**config.mk**
```make
export PLATFORM = sky130hd
export DESIGN_NAME = booth_product_accumulator
export DESIGN_NICKNAME = d
export VERILOG_FILES = /design/src/rtl/booth_pkg.sv /design/src/rtl/booth_sat_add.sv /design/src/rtl/booth_product_accumulator.sv
export SDC_FILE = /design/constraint.sdc
export NUM_CORES = 1
export LEC_CHECK = 0
export ABC_AREA = 1
export ABC_CLOCK_PERIOD_IN_PS = 2560
export CAP_MARGIN = 30
export CORE_UTILIZATION = 50
export CTS_BUF_LIST = sky130_fd_sc_hd__clkbuf_4 sky130_fd_sc_hd__clkbuf_8
export DETAILED_ROUTE_END_ITERATION = 12
export PLACE_DENSITY = 0.75
export SYNTH_ARGS = -nofsm -noshare
export SYNTH_HDL_FRONTEND = slang
export SYNTH_SLANG_ARGS = --single-unit
export TNS_END_PERCENT = 1
```
**constraint.sdc**
```tcl
create_clock -name clk -period 2.56 [get_ports clk]
set_input_delay 0.512 -clock clk [delete_from_list [all_inputs] [get_ports clk]]
set_output_delay 0.512 -clock clk [all_outputs]
set_load 0.01 [all_outputs]
```
**src/rtl/booth_pkg.sv**
```systemverilog
// Shared constants and state type for the Booth product accumulator.
package booth_pkg;

  localparam int unsigned PROD_W = 8;
  localparam int unsigned ACC_W  = 12;

  // Saturation bounds of the default-width accumulator.
  localparam logic [ACC_W-1:0] ACC_MAX = {1'b0, {(ACC_W-1){1'b1}}};
  localparam logic [ACC_W-1:0] ACC_MIN = {1'b1, {(ACC_W-1){1'b0}}};

  typedef enum logic {
    ACCUM,
    HOLD
  } acc_state_t;

endpackage

```
**src/rtl/booth_sat_add.sv**
```systemverilog
// Combinational signed add of an accumulator and a narrower signed product.
// Reports signed overflow; with BOOTH_ACC_SATURATE_EN defined the sum clamps
// to the accumulator range, otherwise it wraps in two's complement.
module booth_sat_add import booth_pkg::*; #(
  parameter int unsigned PROD_W = booth_pkg::PROD_W,
  parameter int unsigned ACC_W  = booth_pkg::ACC_W
) (
  input  logic [ACC_W-1:0]  acc,
  input  logic [PROD_W-1:0] product,
  output logic [ACC_W-1:0]  sum,
  output logic              overflow
);

  localparam int unsigned EXT_W = ACC_W + 1 - PROD_W;

  localparam logic [ACC_W-1:0] SAT_MAX = {1'b0, {(ACC_W-1){1'b1}}};
  localparam logic [ACC_W-1:0] SAT_MIN = {1'b1, {(ACC_W-1){1'b0}}};

  logic [ACC_W:0] wide;

  // One guard bit: the true sum always fits in ACC_W+1 bits.
  assign wide = {acc[ACC_W-1], acc} + {{EXT_W{product[PROD_W-1]}}, product};

  // Top two bits disagree exactly when the true sum leaves the ACC_W range.
  assign overflow = wide[ACC_W] ^ wide[ACC_W-1];

  // Select wrapped or clamped result.
  always_comb begin
    sum = wide[ACC_W-1:0];
`ifdef BOOTH_ACC_SATURATE_EN
    if (overflow) begin
      // Guard bit carries the sign of the true sum.
      sum = wide[ACC_W] ? SAT_MIN : SAT_MAX;
    end
`endif
  end

endmodule

```
**src/rtl/booth_product_accumulator.sv**
```systemverilog
// Framed accumulator for signed Booth multiplier products (MAC back end).
// Sums products until in_last or MAX_TERMS terms, then holds the frame result
// (sum, count, sticky overflow) until the consumer takes it.
// Optional: define BOOTH_ACC_SATURATE_EN for a clamping instead of wrapping sum.
module booth_product_accumulator import booth_pkg::*; #(
  parameter int unsigned PROD_W    = booth_pkg::PROD_W,
  parameter int unsigned ACC_W     = booth_pkg::ACC_W,
  parameter int unsigned MAX_TERMS = 32,
  localparam int unsigned CNT_W    = $clog2(MAX_TERMS + 1)
) (
  input  logic              clk,
  input  logic              rst_n,
  input  logic              in_valid,
  output logic              in_ready,
  input  logic [PROD_W-1:0] in_product,
  input  logic              in_last,
  output logic              out_valid,
  input  logic              out_ready,
  output logic [ACC_W-1:0]  out_sum,
  output logic [CNT_W-1:0]  out_count,
  output logic              out_overflow
);

  acc_state_t       state_q, state_d;
  logic [ACC_W-1:0] acc_q, acc_d;
  logic [CNT_W-1:0] cnt_q, cnt_d;
  logic             ovf_q, ovf_d;
  logic [ACC_W-1:0] sum_q, sum_d;
  logic [CNT_W-1:0] count_q, count_d;
  logic             res_ovf_q, res_ovf_d;

  logic [ACC_W-1:0] add_sum;
  logic             add_ovf;
  logic             accept;
  logic             close;

  booth_sat_add #(
    .PROD_W (PROD_W),
    .ACC_W  (ACC_W)
  ) u_add (
    .acc      (acc_q),
    .product  (in_product),
    .sum      (add_sum),
    .overflow (add_ovf)
  );

  assign in_ready  = rst_n && (state_q == ACCUM);
  assign out_valid = (state_q == HOLD);
  assign accept    = in_valid && in_ready;
  assign close     = accept && (in_last || (cnt_q == CNT_W'(MAX_TERMS - 1)));

  assign out_sum      = sum_q;
  assign out_count    = count_q;
  assign out_overflow = res_ovf_q;

  // Next-state logic: accumulate in ACCUM, latch result on close, clear on consume.
  always_comb begin
    state_d   = state_q;
    acc_d     = acc_q;
    cnt_d     = cnt_q;
    ovf_d     = ovf_q;
    sum_d     = sum_q;
    count_d   = count_q;
    res_ovf_d = res_ovf_q;
    unique case (state_q)
      ACCUM: begin
        if (accept) begin
          acc_d = add_sum;
          cnt_d = cnt_q + CNT_W'(1);
          ovf_d = ovf_q | add_ovf;
          if (close) begin
            sum_d     = add_sum;
            count_d   = cnt_q + CNT_W'(1);
            res_ovf_d = ovf_q | add_ovf;
            state_d   = HOLD;
          end
        end
      end
      HOLD: begin
        if (out_ready) begin
          acc_d   = '0;
          cnt_d   = '0;
          ovf_d   = 1'b0;
          state_d = ACCUM;
        end
      end
      default: state_d = ACCUM;
    endcase
  end

  // State and result registers with synchronous active-low reset.
  always_ff @(posedge clk) begin
    if (!rst_n) begin
      state_q   <= ACCUM;
      acc_q     <= '0;
      cnt_q     <= '0;
      ovf_q     <= 1'b0;
      sum_q     <= '0;
      count_q   <= '0;
      res_ovf_q <= 1'b0;
    end else begin
      state_q   <= state_d;
      acc_q     <= acc_d;
      cnt_q     <= cnt_d;
      ovf_q     <= ovf_d;
      sum_q     <= sum_d;
      count_q   <= count_d;
      res_ovf_q <= res_ovf_d;
    end
  end

endmodule

```
; Yosys cells after proc, flatten, opt, wreduce, memory -nomap -nowiden
; Index checks and enable logic that the tools add are counted.
[word_totals]
ff_bits = 39
in_bits = 13
out_inout_bits = 21
word_cells = 34
[classes]
n_addsub = 2
n_eq_ne = 3
muxes = 13
bitwise_logic = 3
n_reduce_logical = 6
[ops]
columns = operator, n
row1 = $mux W12, 2
row2 = $pmux W12 S2, 1
row3 = $add A12 B8 Y13, 1
row4 = $mux W6, 2
row5 = $pmux W6 S2, 1
row6 = $add A6 B1 Y6 const B, 1
row7 = $eq A6 B5 Y1 const B, 1
row8 = $mux W1, 5
row9 = $ne A2 B2 Y1 const B, 2
row10 = $pmux W1 S2, 2
row11 = $logic_and A1 B1 Y1, 3
row12 = $reduce_and A3 Y1, 1
row13 = $reduce_and A2 Y1, 1
row14 = $logic_or A1 B1 Y1, 1
row15 = $not A1 Y1, 1
row16 = $or A1 B1 Y1, 1
row17 = $xor A1 B1 Y1, 1

; Longest topological paths before layout
; Gate-level depths: netlist (run 1).
[depth]
ltp_word = 7
depth_mapped = 13
ltp_nobuf = 13

; Modules after synthesis
; Synthesis (run 1) repeated with hierarchy kept, for this count alone.
[hier_totals]
hier_cells = 318
area_unflattened_um2 = 2299.7
[modules_own_cells]
columns = mod, instances, cells_per_inst, area_each_um2, seq_area_each_um2
row1 = booth_product_accumulator, 1, 205, 1659.1, 780.7
row2 = booth_sat_add, 1, 113, 640.6, 0.0

; Least setup slack after synthesis (run 1)
; No wires, ideal clock.
[synth_timing]
kind = input to register
from = input in_product[0]
to = register sum_q[6] (netlist: out_sum[6])
setup_ns = 0.108
arrival_time_ns = 1.778
required_ns = 2.452
setup_slack_ns = 0.674
cell_stages = 10
n_path_buf = 0
cell_sequence = ha_1 > inv_1 > fa_1 > nor2_1 > nor2_1 > o21ai_0 > or2_2 > nand2_1 > a21o_1 > inv_1
[synth_via]
elab_chain_len = 1
[synth_lines]
columns = element, line
row1 = "start, declared", booth_product_accumulator.sv:15  ; input logic [PROD_W-1:0] in_product,
row2 = $add A12 B8 Y13, booth_sat_add.sv:22  ; assign wide = {acc[ACC_W-1], acc} + {{EXT_W{product[PROD_W-1]}}, product};
row3 = "end signal, assigned", booth_product_accumulator.sv:106  ; sum_q <= sum_d;
row4 = "end, declared", booth_product_accumulator.sv:28  ; logic [ACC_W-1:0] sum_q, sum_d;
; No other way between the ends.
; A chain may end at the register's enable or synchronous reset.

; Final worst setup path (run 1)
[layout_timing]
from = input rst_n
to = output in_ready
[layout_via]
elab_chain_len = 1
[layout_lines]
columns = element, line
row1 = "start, declared", booth_product_accumulator.sv:12  ; input logic rst_n,
row2 = $logic_and A1 B1 Y1, booth_product_accumulator.sv:47  ; assign in_ready = rst_n && (state_q == ACCUM);
row3 = "end, declared", booth_product_accumulator.sv:14  ; output logic in_ready,
; No other way between the ends.

==> summary.txt, run 1 <==
CTS
  • Post-CTS Setup Bufs: 0
  • CTS root buffer: clkbuf_8
  • # H-tree levels: 2
  • Worst-path clk slew: 0.08 ns
  • Inserted Clock Buffers: 5
  • CTS sink cnt: 39
  • Worst-Skew Late Latency: around 0.30 ns
  • CTS tree: yes
  • Post-cts sizing count: 0
  • CTS Hold Bufs: 0
  • Clock tree buffer depth: 2

Routing
  • DR vias/cell: 5.10
  • Final ANT Viol Nets: 0
  • Post-Route WL: 5190 um
  • 1st-iter DRT viols: 88
  • Pre-antenna DRT Iters: 4
  • DRC: 0
  • Via count: 2093
  • WL/cell: roughly 13 um

Logic synthesis
  • Yosys cell types: 28
  • Synth cell count leaders: 96 x nand2_1, 44 x inv_1, 39 x dfxtp_1, 33 x nor2_1, 25 x a21oi_1
  • Most common cell in the netlist: nand2_1
  • Ranking of synthesized cells by area: dfxtp_1 35%, nand2_1 16%, inv_1 7.5%, ha_1 7.4%, a21oi_1 5.7%
  • Synth async-reset ratio: 0%
  • Number of synthesized flops with an enable pin: 0
  • Syn Inst Count: 324
  • Post-synthesis sequential area ratio: a little over a third
  • Mapped Avg Cell Area: roughly 7 um2
  • Synth area leader: dfxtp_1
  • Post-synthesis cell area: around 2200 um2
  • Area fraction of the dominant cell type after synthesis: 35.4%
  • Top FF cell, synth: dfxtp_1
  • Yosys reg bits: 39
  • Synth warnings: 0
  • Synthesized Nets: 351

Setup path
  • Worst EP arrival: 1.77 ns
  • Family with the most delay on the worst path: buffers and inverters
  • Crit Path Class: in2out
  • Critical path cell sequence: clkdlybuf4s50_1 -> inv_2 -> nor2_4 -> clkdlybuf4s50_1
  • Cell repeated most along the worst path: clkdlybuf4s50_1
  • Slowest-stage cell, CP: clkdlybuf4s50_1
  • R2R Setup Slk: ~0.67 ns
  • Crit path max fanout: 2
  • Crit. End Element: output port
  • WP buf/inv: 3
  • Critical path data required time: approximately 2.1 ns
  • CP Launch Type: input pin
  • Worst stage delay on the critical path: 0.56 ns

Die
  • Die height: 68.4 um
  • Core area: a little over 4000 um2
  • Die Width: approximately 70 um
  • Row cnt: 23
  • Starting Density: 53.6%
  • Die Area: 4680 um2
  • Ports: 34

Power
  • Leakage: 1.30 nW
  • VDD IR max: 0.256 mV
  • Power Dens Cells: 541 nW/um2
  • Total power: 1.44 mW

Min path
  • Worst Hold Class: reg2reg

Place
  • DP Wirelength: 3800 um
  • Routability Congestion: about 0.93
  • DP Area: 2570 um2
  • Buffers on Ports: 33

Run
  • Max cap viols: 0

Outcome
  • Outcome: completed

STA
  • Max Clock Skew: 0.00896 ns
  • Fin crit period: 2.28 ns
  • Crit share post-route: 89.2%
  • Fmax: 438 MHz
  • Measured slew at the worst slew-check pin: ~0.34 ns
  • Fin. Hold Viols: 0
  • Setup TNS: 0 ns
  • Relative slew slack: 77.5%
  • Slew Viols, Final: 0
  • Final setup fails: 0
  • RSZ-0062 raised after global routing: false

Finish
  • NumNets Final: just under 400
  • Layout cells sized above 1: 5.83%
  • Post-route cell area: 2660 um2
  • ANT cells: 0
  • Area added between synthesis and finish: 20.6%

Global route
  • Largest net degree at the start of global routing: 25
  • Grt ovf: 0
  • Initial antenna violation count: 0
  • Vias in the first global route: 1868
  • First-pass GRT wire length: between 8000 and 9000 um
  • Gr usage total: between 20% and 30%
## report_power, final
group / total, mW / switching [mW] / internal [mW]
combinational: 0.347 / 0.203 / 0.144
clock: 0.427 / 0.237 / 0.190
sequential: 0.665 / 0.0224 / 0.643
total: 1.44 / 0.462 / 0.977
## cell families (layout without fill, tap and decap cells)
logic type | count (synthesis) | after routing | share of synthesized area [%]
compound gates | 50 | 50 | 12.8
flops | 39 | 39 | 35.4
fa+ha+maj | 14 | 14 | 8.28
buf+inv | 56 | 92 | 10.5
simple gates | 156 | 156 | 29.5
xor+xnor | 9 | 9 | 3.57
## final timing paths
path	startpoint	to	cells past startpoint
worst min-delay path	out_count[4]	out_count[4]	2
worst max register to register	acc_q[0]	acc_q[8]	9
worst min register to register	out_count[4]	out_count[4]	2
worst max-delay path	rst_n	in_ready	4
## registers in the layout (all words and copies together), names as in the netlist
signal	cells
acc_q	12
out_sum	12
cnt_q	6
out_count	6
out_overflow	1
out_valid	1
ovf_q	1
## through the flow
| step | hold slack, ns | utilization [%] | cells | setup slack, ns |
|---|---|---|---|---|
| 6_report | 0.465 | 64.7 | 410 | 0.276 |
| 2_1_floorplan | 0.447 | - | 324 | 0.674 |
| 4_1_cts | 0.469 | 64.7 | 410 | 0.263 |
| 5_1_grt | 0.496 | 64.7 | 410 | 0.168 |
| 3_3_place_gp | 0.453 | 62.5 | 402 | 0.0720 |
| 3_5_place_dp | 0.457 | 62.5 | 402 | 0.0302 |
## per-layer routing
metal	up-vias	share of wire, %	global-route usage [%]
met4	0	1.3	10.9
met1	933	45	29.1
met5	-	0	0
li1	1093	-	-
met2	58	48	43.3
met3	9	5.2	4.17
## cell usage in the layout (no fill, tap or decap), types with 2 or more instances in the layout
master / instances
nand2_1: 96
inv_1: 44
dfxtp_1: 39
nor2_1: 33
clkdlybuf4s50_1: 33
a21oi_1: 25
nand3_1: 16
o21ai_0: 16
ha_1: 13
xor2_1: 5
clkbuf_8: 5
xnor2_1: 4
nand4_1: 4
a32o_1: 3
buf_4: 3
inv_2: 2
nand2_4: 2
clkinv_2: 2
nand3b_1: 2
or2_2: 2
a21o_1: 2
clkinvlp_4: 2
## cell type report
class	instances	area (um2)
Sequential cell	39	781
Multi-Input combinational cell	229	1190
Timing Repair Buffer	36	353
Inverter	48	184
Tap cell	50	62.6
Clock inverter	3	20.0
Fill cell	407	1450
Clock buffer	5	68.8
## worst reg2reg max path: stages (launching register included)
cell and delay (ns):
dfxtp_1 0.35, ha_1 0.21, inv_1 0.07, fa_1 0.42
nor2_1 0.12, nor2_1 0.08, o21ai_0 0.20, xor2_1 0.19
nand2_1 0.07, a21oi_1 0.12
Power figures use the tool's default switching activity.
==> run 2: changes to the inputs <==
==> constraint.sdc (replaced) <==
create_clock -name clk -period 2.56 [get_ports clk]
set_input_delay 0.64 -clock clk [delete_from_list [all_inputs] [get_ports clk]]
set_output_delay 0.64 -clock clk [all_outputs]
set_load 0.01 [all_outputs]
==> summary.txt, run 2 (synthesis results as in run 1) <==
CTS
  • Post-CTS Setup Bufs: 0 (unchanged)
  • Worst-path clk slew: 0.08 ns (about the same)
  • Post-cts sizing count: 0 (unchanged)
  • CTS sink cnt: 39 (unchanged)
  • CTS Hold Bufs: 0 (unchanged)
  • Worst-Skew Late Latency: 0.30 ns (about the same)
  • Inserted Clock Buffers: 5 (unchanged)
  • # H-tree levels: 2 (unchanged)
  • Clock tree buffer depth: 2 (unchanged)
  • CTS tree: yes
  • CTS root buffer: clkbuf_8

STA
  • Fin. Hold Viols: 0 (unchanged)
  • Setup TNS: 0 ns (unchanged)
  • Final setup fails: 0 (unchanged)
  • RSZ-0062 raised after global routing: false
  • Final setup margin: 0.276 ns (+0.000427 ns)
  • Fmax: 438 MHz (about the same)
  • Relative slew slack: 76.9% (-0.54 points)
  • Max Clock Skew: 0.00682 ns (-0.00214 ns)
  • Measured slew at the worst slew-check pin: 0.345 ns (+0.00815 ns)
  • Fin crit period: 2.28 ns (-0.000427 ns)
  • Slew Viols, Final: 0 (unchanged)
  • Crit share post-route: 89.2% (about the same)

Routing
  • Final ANT Viol Nets: 0 (unchanged)
  • DR vias/cell: 5.11 (+0.12%)
  • WL/cell: 12.6 um (-0.25%)
  • DRC: 0 (unchanged)
  • Pre-antenna DRT Iters: 4 (unchanged)
  • Via count: 2121 (+1.3%)
  • Post-Route WL: 5240 um (+0.96%)
  • 1st-iter DRT viols: 101 (+15%)

Setup path
  • Crit. End Element: flop
  • Slowest-stage cell, CP: clkdlybuf4s50_1
  • R2R Setup Slk: 0.66 ns (about the same)
  • Worst stage delay on the critical path: 0.48 ns (-0.08 ns)
  • Critical path data required time: 2.80 ns (+0.75 ns)
  • Crit path max fanout: 4 (+2)
  • Crit Path Class: in2reg
  • Cell repeated most along the worst path: nor2_1
  • Critical path cell sequence: clkdlybuf4s50_1 -> ha_1 -> inv_1 -> fa_1 -> nor2_1 -> nor2_1 -> o21ai_0 -> xor2_1 -> nand2_1 -> a21oi_1
  • CP Launch Type: input pin
  • WP buf/inv: 2 (-1)
  • Family with the most delay on the worst path: adder cells
  • Worst EP arrival: 2.52 ns (+0.75 ns)

Global route
  • Grt ovf: 0 (unchanged)
  • Initial antenna violation count: 0 (unchanged)
  • Vias in the first global route: 1762 (-5.7%)
  • Largest net degree at the start of global routing: 25 (unchanged)
  • First-pass GRT wire length: 8200 um (-1.8%)
  • Gr usage total: 24.3% (-0.34 points)

Power
  • VDD IR max: 0.264 mV (+3.2%)
  • Power Dens Cells: 569 nW/um2 (+5.2%)
  • Total power: 1.55 mW (+7.7%)
  • Leakage: 1.35 nW (+4.0%)

Finish
  • Finished Layout Cells: 415 (+1.2%)
  • Area added between synthesis and finish: 23.5%
  • ANT cells: 0 (unchanged)
  • Post-route cell area: 2730 um2 (+2.4%)
  • Commonest non-fill, non-tap cell in the layout: nand2_1
  • NumNets Final: 391 (+1.3%)
  • Leading cell types in the layout, fill and taps excluded: 96 x nand2_1, 44 x inv_1, 39 x dfxtp_1
  • Layout cells sized above 1: 7.12% (+1.3 points)

Outcome
  • Outcome: completed

Min path
  • Worst Hold Class: reg2reg

Die
  • Row cnt: 23 (unchanged)
  • Core area: 4120 um2 (unchanged)
  • Die Width: 68.4 um (unchanged)
  • Die Area: 4680 um2 (unchanged)
  • Ports: 34 (unchanged)
  • Starting Density: 53.6% (unchanged)
  • Die height: 68.4 um (unchanged)

Place
  • Routability Congestion: 0.951 (+2.4%)
  • Placed cell count: 407 (+1.2%)
  • Placement Setup Slack: 0.00772 ns (-0.0224 ns)
  • Buffers on Ports: 33 (unchanged)
  • DP Wirelength: 3680 um (-3.0%)
  • DP Area: 2610 um2 (+1.5%)

Run
  • Max cap viols: 0 (unchanged)
-- run 2: cell types whose count changed in the layout (fill, tap and decap cells not counted) --
| cell | previous run | this run |
|---|---|---|
| bufinv_16 | 0 | 1 |
| clkinv_4 | 0 | 1 |
| buf_4 | 3 | 8 |
| clkdlybuf4s50_1 | 33 | 32 |
| clkinvlp_4 | 2 | 0 |
| dlymetal6s2s_1 | 0 | 1 |
-- run 2: per-stage QoR --
| stage | utilization [%] | hold slack (ns) |
|---|---|---|
| 4_1_cts | 66.2 | 0.473 |
| 6_report | 66.3 | 0.473 |
| 2_1_floorplan | - | 0.447 |
| 3_3_place_gp | 63.5 | 0.454 |
| 3_5_place_dp | 63.5 | 0.459 |
| 5_1_grt | 66.3 | 0.485 |
-- run 2: final timing paths --
path	start	endpoint	cells past startpoint
worst min register to register	out_count[4]	out_count[4]	2
worst max register to register	cnt_q[0]	out_sum[6]	8
worst min-delay path	out_count[4]	out_count[4]	2
worst max-delay path	in_product[0]	acc_q[8]	10
-- run 2: metal layers --
layer  global-route usage (%)  up-vias  share of wire, %
met4                     9.64        0               1.3
met2                     39.3       41                46
met1                     31.1      967                48
met3                     5.50        8               4.7
met5                        0        -                 0
li1                         -     1105                 -
-- run 2: where the power goes --
part / total (mW) / switching, mW / internal, mW / leakage [nW]
logic: 0.357 / 0.204 / 0.153 / 0.977
clock network: 0.528 / 0.238 / 0.290 / 0.0581
registers: 0.665 / 0.0225 / 0.643 / 0.318
total: 1.55 / 0.465 / 1.09 / 1.35
-- run 2: tightest hold or removal path, cell delays in order, from the launching register on --
cell	delay, ns
dfxtp_1	0.31
nand2_1	0.06
a21oi_1	0.06
-- run 2: cell type report --
type	count	area, um2
Fill cell	408	1390
Multi-Input combinational cell	229	1190
Sequential cell	39	781
Timing Repair Buffer	41	393
Inverter	48	184
Clock buffer	5	68.8
Tap cell	50	62.6
Clock inverter	3	43.8
